**config.mk**
```make
export PLATFORM = sky130hd
export DESIGN_NAME = pipeline_hazard_ctrl
export DESIGN_NICKNAME = d
export VERILOG_FILES = /design/src/rtl/pipeline_hazard_ctrl.sv
export SDC_FILE = /design/constraint.sdc
export NUM_CORES = 1
export LEC_CHECK = 0
export CORE_MARGIN = 2
export CORE_UTILIZATION = 46
export CTS_BUF_LIST = sky130_fd_sc_hd__clkbuf_16
export DETAILED_ROUTE_END_ITERATION = 8
export PLACE_DENSITY = 0.81
export SLEW_MARGIN = 40
export SYNTH_ARGS = -nofsm -noshare
export SYNTH_HDL_FRONTEND = slang
export SYNTH_SLANG_ARGS = --single-unit
export TNS_END_PERCENT = 20
```
**constraint.sdc**
```tcl
create_clock -name clk -period 3.3 [get_ports clk]
set_input_delay 0.33 -clock clk [delete_from_list [all_inputs] [get_ports clk]]
set_output_delay 0.33 -clock clk [all_outputs]
set_load 0.1 [all_outputs]
```
**src/rtl/pipeline_hazard_ctrl.sv**
```systemverilog
// Decode-stage hazard controller: scoreboard of in-flight writers, load-use/branch stalls,
// forwarding selects and HLT drain FSM. Define HAZARD_FWD_EN to enable operand forwarding.

module phc_src_match #(
    parameter int REG_AW = 4,
    parameter int DEPTH  = 3
) (
    input  logic                      id_valid,
    input  logic                      used,
    input  logic [REG_AW-1:0]         src,
    input  logic [DEPTH-1:0]          ent_valid,
    input  logic [DEPTH-1:0]          ent_wr,
    input  logic [DEPTH*REG_AW-1:0]   ent_dst,
    output logic [DEPTH-1:0]          hit
);
    always_comb begin
        hit = '0;
        for (int k = 0; k < DEPTH; k++) begin
            // r0 is hardwired zero, so a write to it never creates a dependency
            hit[k] = id_valid && used && (src != '0) && ent_valid[k] && ent_wr[k]
                     && (ent_dst[k*REG_AW +: REG_AW] == src);
        end
    end
endmodule

module pipeline_hazard_ctrl #(
    parameter int REG_AW = 4,
    parameter int DEPTH  = 3,
    parameter int NSRC   = 2
) (
    input  logic                   clk,
    input  logic                   rst,
    input  logic                   id_valid,
    input  logic [NSRC*REG_AW-1:0] id_src,
    input  logic [NSRC-1:0]        id_src_used,
    input  logic [REG_AW-1:0]      id_dst,
    input  logic                   id_wr,
    input  logic                   id_load,
    input  logic                   id_branch_reg,
    input  logic                   id_hlt,
    input  logic                   branch_taken,
    output logic                   stall,
    output logic                   flush,
    output logic [NSRC*2-1:0]      fwd_sel,
    output logic                   halted
);
    localparam int CW = $clog2(DEPTH + 1);

    typedef enum logic [1:0] {RUN, DRAIN, HALTED} state_t;

    state_t                  state_q, state_d;
    logic [CW-1:0]           cnt_q, cnt_d;
    logic [DEPTH-1:0]        valid_q, valid_d;
    logic [DEPTH-1:0]        wr_q, wr_d;
    logic [DEPTH-1:0]        load_q, load_d;
    logic [DEPTH*REG_AW-1:0] dst_q, dst_d;

    logic [NSRC-1:0][DEPTH-1:0] hit;
    logic [NSRC-1:0]            src_stall;
    logic                       haz_stall;
    logic                       push;

    genvar i;
    generate
        for (i = 0; i < NSRC; i++) begin : g_src
            phc_src_match #(.REG_AW(REG_AW), .DEPTH(DEPTH)) u_match (
                .id_valid  (id_valid),
                .used      (id_src_used[i]),
                .src       (id_src[i*REG_AW +: REG_AW]),
                .ent_valid (valid_q),
                .ent_wr    (wr_q),
                .ent_dst   (dst_q),
                .hit       (hit[i])
            );
`ifdef HAZARD_FWD_EN
            // BR resolves in decode, so even an EX result is too late; a load in MEM is too
            assign src_stall[i] = (hit[i][0] && load_q[0])
                               || (id_branch_reg && (hit[i][0] || (hit[i][1] && load_q[1])));
            assign fwd_sel[i*2 +: 2] = hit[i][0] ? 2'd1 : (hit[i][1] ? 2'd2 : 2'd0);
`else
            assign src_stall[i] = |hit[i][DEPTH-2:0];
            assign fwd_sel[i*2 +: 2] = 2'd0;
`endif
        end
    endgenerate

    assign haz_stall = |src_stall;
    assign stall     = haz_stall || (state_q != RUN);
    assign flush     = branch_taken && !stall;
    assign halted    = (state_q == HALTED);
    assign push      = id_valid && !stall && !flush;

    always_comb begin
        valid_d = {valid_q[DEPTH-2:0], push};
        wr_d    = {wr_q[DEPTH-2:0], id_wr};
        load_d  = {load_q[DEPTH-2:0], id_load};
        dst_d   = {dst_q[(DEPTH-1)*REG_AW-1:0], id_dst};
    end

    always_comb begin
        state_d = state_q;
        cnt_d   = cnt_q;
        case (state_q)
            RUN: begin
                if (id_valid && id_hlt && !stall && !flush) begin
                    state_d = DRAIN;
                    cnt_d   = '0;
                end
            end
            DRAIN: begin
                cnt_d = cnt_q + CW'(1);
                if (cnt_d == CW'(DEPTH)) state_d = HALTED;
            end
            HALTED: ;
            default: state_d = RUN;
        endcase
    end

    always_ff @(posedge clk) begin
        if (rst) begin
            state_q <= RUN;
            cnt_q   <= '0;
            valid_q <= '0;
            wr_q    <= '0;
            load_q  <= '0;
            dst_q   <= '0;
        end else begin
            state_q <= state_d;
            cnt_q   <= cnt_d;
            valid_q <= valid_d;
            wr_q    <= wr_d;
            load_q  <= load_d;
            dst_q   <= dst_d;
        end
    end

    // Oldest entry and, without forwarding, the load/branch qualifiers are never inspected
    logic unused_sb;
    assign unused_sb = ^{id_load, id_branch_reg, valid_q, wr_q, load_q, dst_q};

endmodule

```
# After elaboration in Yosys (flattened, before gate mapping)
# Index checks and enable logic that the tools add are counted.
# op_classes
n_reduce_logical,33
addsub,1
muxes,5
eq_ne,9
n_bitwise,1
# op_table
operator,count
$logic_and A1 B1 Y1,22
$eq A4 B4 Y1,4
$reduce_bool A4 Y1,2
$mux W2,3
$pmux W2 S3,1
$eq A2 B2 Y1 const B,2
$ne A2 B2 Y1 const B,2
$pmux W2 S2,1
$reduce_bool A2 Y1,2
$reduce_or A4 Y1,1
$reduce_and A3 Y1,1
$add A2 B1 Y2 const B,1
$eq A2 B1 Y1 const B,1
$logic_not A1 Y1,2
$logic_not A2 Y1,1
$reduce_and A2 Y1,1
$logic_or A1 B1 Y1,1
$not A1 Y1,1
# totals
word_cells,54
input_bits,22
ff_bits,16

# Depth between registers and ports, before layout
# logic_depth
word_depth,13
ltp_mapped,6

# Modules after synthesis
# From an unflattened synthesis, not the netlist that was laid out.
# hier_totals
hier_cells,115
area_unflattened_um2,1072.3
# by_module_without_submodules
module,area_each_um2,cells_per_inst,seq_area_each_um2,instances
pipeline_hazard_ctrl,737.0,69,440.4,1
phc_src_match,167.7,23,0.0,2

# Least setup slack after synthesis
# OpenSTA, ideal clock, no wires.
# synth_timing
path_type,in2reg
startpoint,in id_src[5]
endpoint,reg valid_q[0]
setup_slack_ns,1.010
t_arrival_ns,2.194
required_time_ns,3.204
n_path_buf,0
cell_stages,6
setup_ns,0.096
path_cell_list,or4_1 > nand3_1 > nor4_1 > nor4_2 > nand2_1 > nor3b_1
# synth_via
elab_chain_cells,11
# synth_lines
element,line,rtl
start: declaration,34,"input logic [NSRC*REG_AW-1:0] id_src,"
$reduce_bool A4 Y1,20,hit[k] = id_valid && used && (src != '0) && ent_valid[k] && ent_wr[k]
$logic_and A1 B1 Y1 (3 in series),20,
$logic_and A1 B1 Y1,21,&& (ent_dst[k*REG_AW +: REG_AW] == src);
$reduce_or A4 Y1 (*),87,assign haz_stall = |src_stall;
$logic_or A1 B1 Y1 (*),88,assign stall = haz_stall || (state_q != RUN);
named net stall,42,"output logic stall,"
$logic_not A1 Y1 (*),"89, 91",
$logic_and A1 B1 Y1,89,assign flush = branch_taken && !stall;
$logic_not A1 Y1,91,assign push = id_valid && !stall && !flush;
$logic_and A1 B1 Y1 (*),91,
end signal: assignment,130,valid_q <= valid_d;
end: declaration,53,"logic [DEPTH-1:0] valid_q, valid_d;"
# The timed path passes the listed nets; every way through them passes the cells marked *.
# A chain may end at the register's enable or synchronous reset.

# Worst setup path in the final report
# layout_timing
startpoint,in id_src[5]
endpoint,out flush
# layout_via
elab_chain_cells,9
# layout_lines
element,line,rtl
$reduce_bool A4 Y1,20,
$logic_and A1 B1 Y1 (3 in series),20,
$logic_and A1 B1 Y1,21,
$reduce_or A4 Y1 (*),87,
$logic_or A1 B1 Y1 (*),88,
$logic_not A1 Y1 (*),89,
$logic_and A1 B1 Y1 (*),89,
end: declaration,43,"output logic flush,"
# Mark *: on every way between the ends. The rest lies on a longest branch, timed or not.

==> impl_metrics.tcl <==
set metrics [dict create \
    design.core.area_um2 1560 \
    grtUsageMet1_pct 18.2 \
    clockRootBuffer "clkbuf_16" \
    synth-edff-count 0 \
    ir_drop_mv 0.480 \
    synth_seq_area_share_pct 40.9 \
    synthXorXnorAreaFrac_pct 17.9 \
    synth_compound_area_share_pct 4.31 \
    synth.ff_latch_count 16 \
    ctsHoldBuffers 0 \
    ant_nets 0 \
    port_buffers 22 \
    syn_inst 85 \
    finalPower_w 0.000530 \
    rsz0062_at_grt "no" \
    synth_cell_types 26 \
    vias 638 \
    syn2layout_area_growth_pct 37.7 \
    cts_resized 0 \
    max_slew_margin_pct 62.9 \
    grt.overflow.total 0 \
    drc 0 \
    busiest_layer "met2" \
    fmax_mhz 388 \
    gp_congestion 0.831 \
    grt_util_met2_pct 27.7 \
    vias_per_cell 5.15 \
    routed_wl_um 1400 \
    grt_max_degree 19 \
    dp_hpwl_um 1120 \
    synth-adder-area-share_pct 1.60 \
    grt_pass1_vias 624 \
    finClkSkew_ns 0.000958 \
    path_class "in -> out" \
    dp.cells 121 \
    power_density_nw_per_um2 491 \
    clk_path_buf_depth 2 \
    p_leak_nw 0.422 \
    layout_common_cells "19 x clkdlybuf4s50_1, 16 x dfxtp_1, 13 x nor2b_1" \
    cts_setup_buffers 0 \
    drt_first_iter_violations 4 \
    cts_tree "done" \
    status "finished, final reports clean" \
    avgSynthCellArea_um2 9.21 \
    synthMuxAreaShare_pct 0 \
    grt_usage_pct 16.2 \
    firstDrtPassIters 2 \
    slew_violations 0 \
    num_antenna_cells 0 \
    layout_commonest_cell "clkdlybuf4s50_1" \
    hold_viol 0 \
    async_flop_share_pct 0 \
    min_path_type "reg -> reg" \
    critPathCaptureType "output port" \
    yosys.area_share.simple_pct 29.6 \
    layout-drive-gt1-share_pct 7.41 \
    yosys_most_used_dff "dfxtp_1" \
    start_kind "input port" \
    cp_max_fo 3 \
    grtUsageMet3_pct 4.80 \
    post_drt_wl_per_cell_um 11.3 \
    fin_crit_sh_pct 78.1 \
    clk_pin_slew_ns 0.04 \
    cts_max_level 1 \
    synthesis.area_um2 783 \
    grt_pass1_wl_um 2380 \
    ios 29 \
    die_w_um 45.3 \
    setup_viol_count_final 0 \
    clock-sinks 16 \
    fin_setup_tns_ns 0 \
    die-area_um2 2050 \
    start_util_pct 50.2 \
    cts_made_buffers 3 \
    synth_top_family_by_area "simple AND/OR/NAND/NOR gates" \
    final_nets 133 \
    rows 14 \
    antenna_found_initial 0 \
    die_h_um 45.3 \
    stdcell_count 124 \
    tightest_slew_ns 0.555 \
    period_minus_slack_ns 2.58 \
    cp.arrival_ns 2.25 \
    maxCapViolCount 0 \
    yosys_warnings 0 \
    clk_latency_ns 0.24 \
    cp.required_ns 2.97 \
]
## final cells by class
type,instances,area (um^2)
fill,125,480
multi-input combinational,65,433
sequential,16,320
timing repair buffer,22,223
clock buffer,3,75.1
tap,16,20.0
inverter,2,7.51
## through the flow
step	hold slack (ns)	worst slack [ns]	utilization, %	area [um^2]
6_report	0.465	0.722	69.2	1080
5_1_grt	0.480	0.637	69.2	1080
4_1_cts	0.463	0.729	69.2	1080
3_5_place_dp	0.455	0.729	64.4	1000
3_3_place_gp	0.449	0.751	64.7	1010
2_1_floorplan	0.402	1.01	-	795
## layer usage
| metal | vias up | wire length, um |
|---|---|---|
| li1 | 326 | - |
| met1 | 286 | 626 |
| met2 | 22 | 660 |
| met3 | 4 | 88 |
| met4 | 0 | 21 |
| met5 | - | 0 |
## cells in the mapped netlist (2+ instances only)
cell	instances	share of area (%)
buf_4	4	3.8
dfxtp_1	16	41
inv_1	2	0.96
nand2_1	4	1.9
nand3_1	5	3.2
nor2_1	3	1.4
nor2b_1	13	10
nor3_1	2	1.3
nor4_1	3	2.4
o21ai_0	2	1.3
or3_1	2	1.6
xnor2_1	12	13
xor2_1	4	4.5
## cell families (layout without fill, tap and decap cells)
logic type	after synthesis	after routing
AO/OA/AOI/OAI	5	5
XOR/XNOR	16	16
adder cells (fa/ha/maj)	1	1
buffers and inverters	7	27
flip-flops	16	16
other	1	4
AND/OR/NAND/NOR	39	39
## critical path, stage by stage
cell             delay, ns
clkdlybuf4s50_1       0.48
or4_1                 0.55
nand3_1               0.12
nor4_1                0.07
nor4_2                0.28
and3_2                0.25
buf_12                0.17
## registers in the layout, summed over array words and instances, names as in the netlist
register	count
valid_q	2
dst_q	8
cnt_q	2
wr_q	2
state_q	2
## worst paths after layout
| kind | slack, ns | end | cells after the start | start |
|---|---|---|---|---|
| max reg2reg | 1.81 | state_q[0]$_SDFFE_PP0P_ | 6 | dst_q[1]$_SDFF_PP0_ |
| min | 0.47 | valid_q[1]$_SDFF_PP0_ | 1 | valid_q[0]$_SDFF_PP0_ |
| max | 0.72 | flush | 7 | id_src[5] |
| min reg2reg | 0.47 | valid_q[1]$_SDFF_PP0_ | 1 | valid_q[0]$_SDFF_PP0_ |
## power breakdown
part / internal, W / switching (W)
Sequential: 0.000202 / 0.00000643
Combinational: 0.0000439 / 0.0000551
Clock: 0.000158 / 0.0000639
Note: power is estimated with default switching activity, not from simulation.
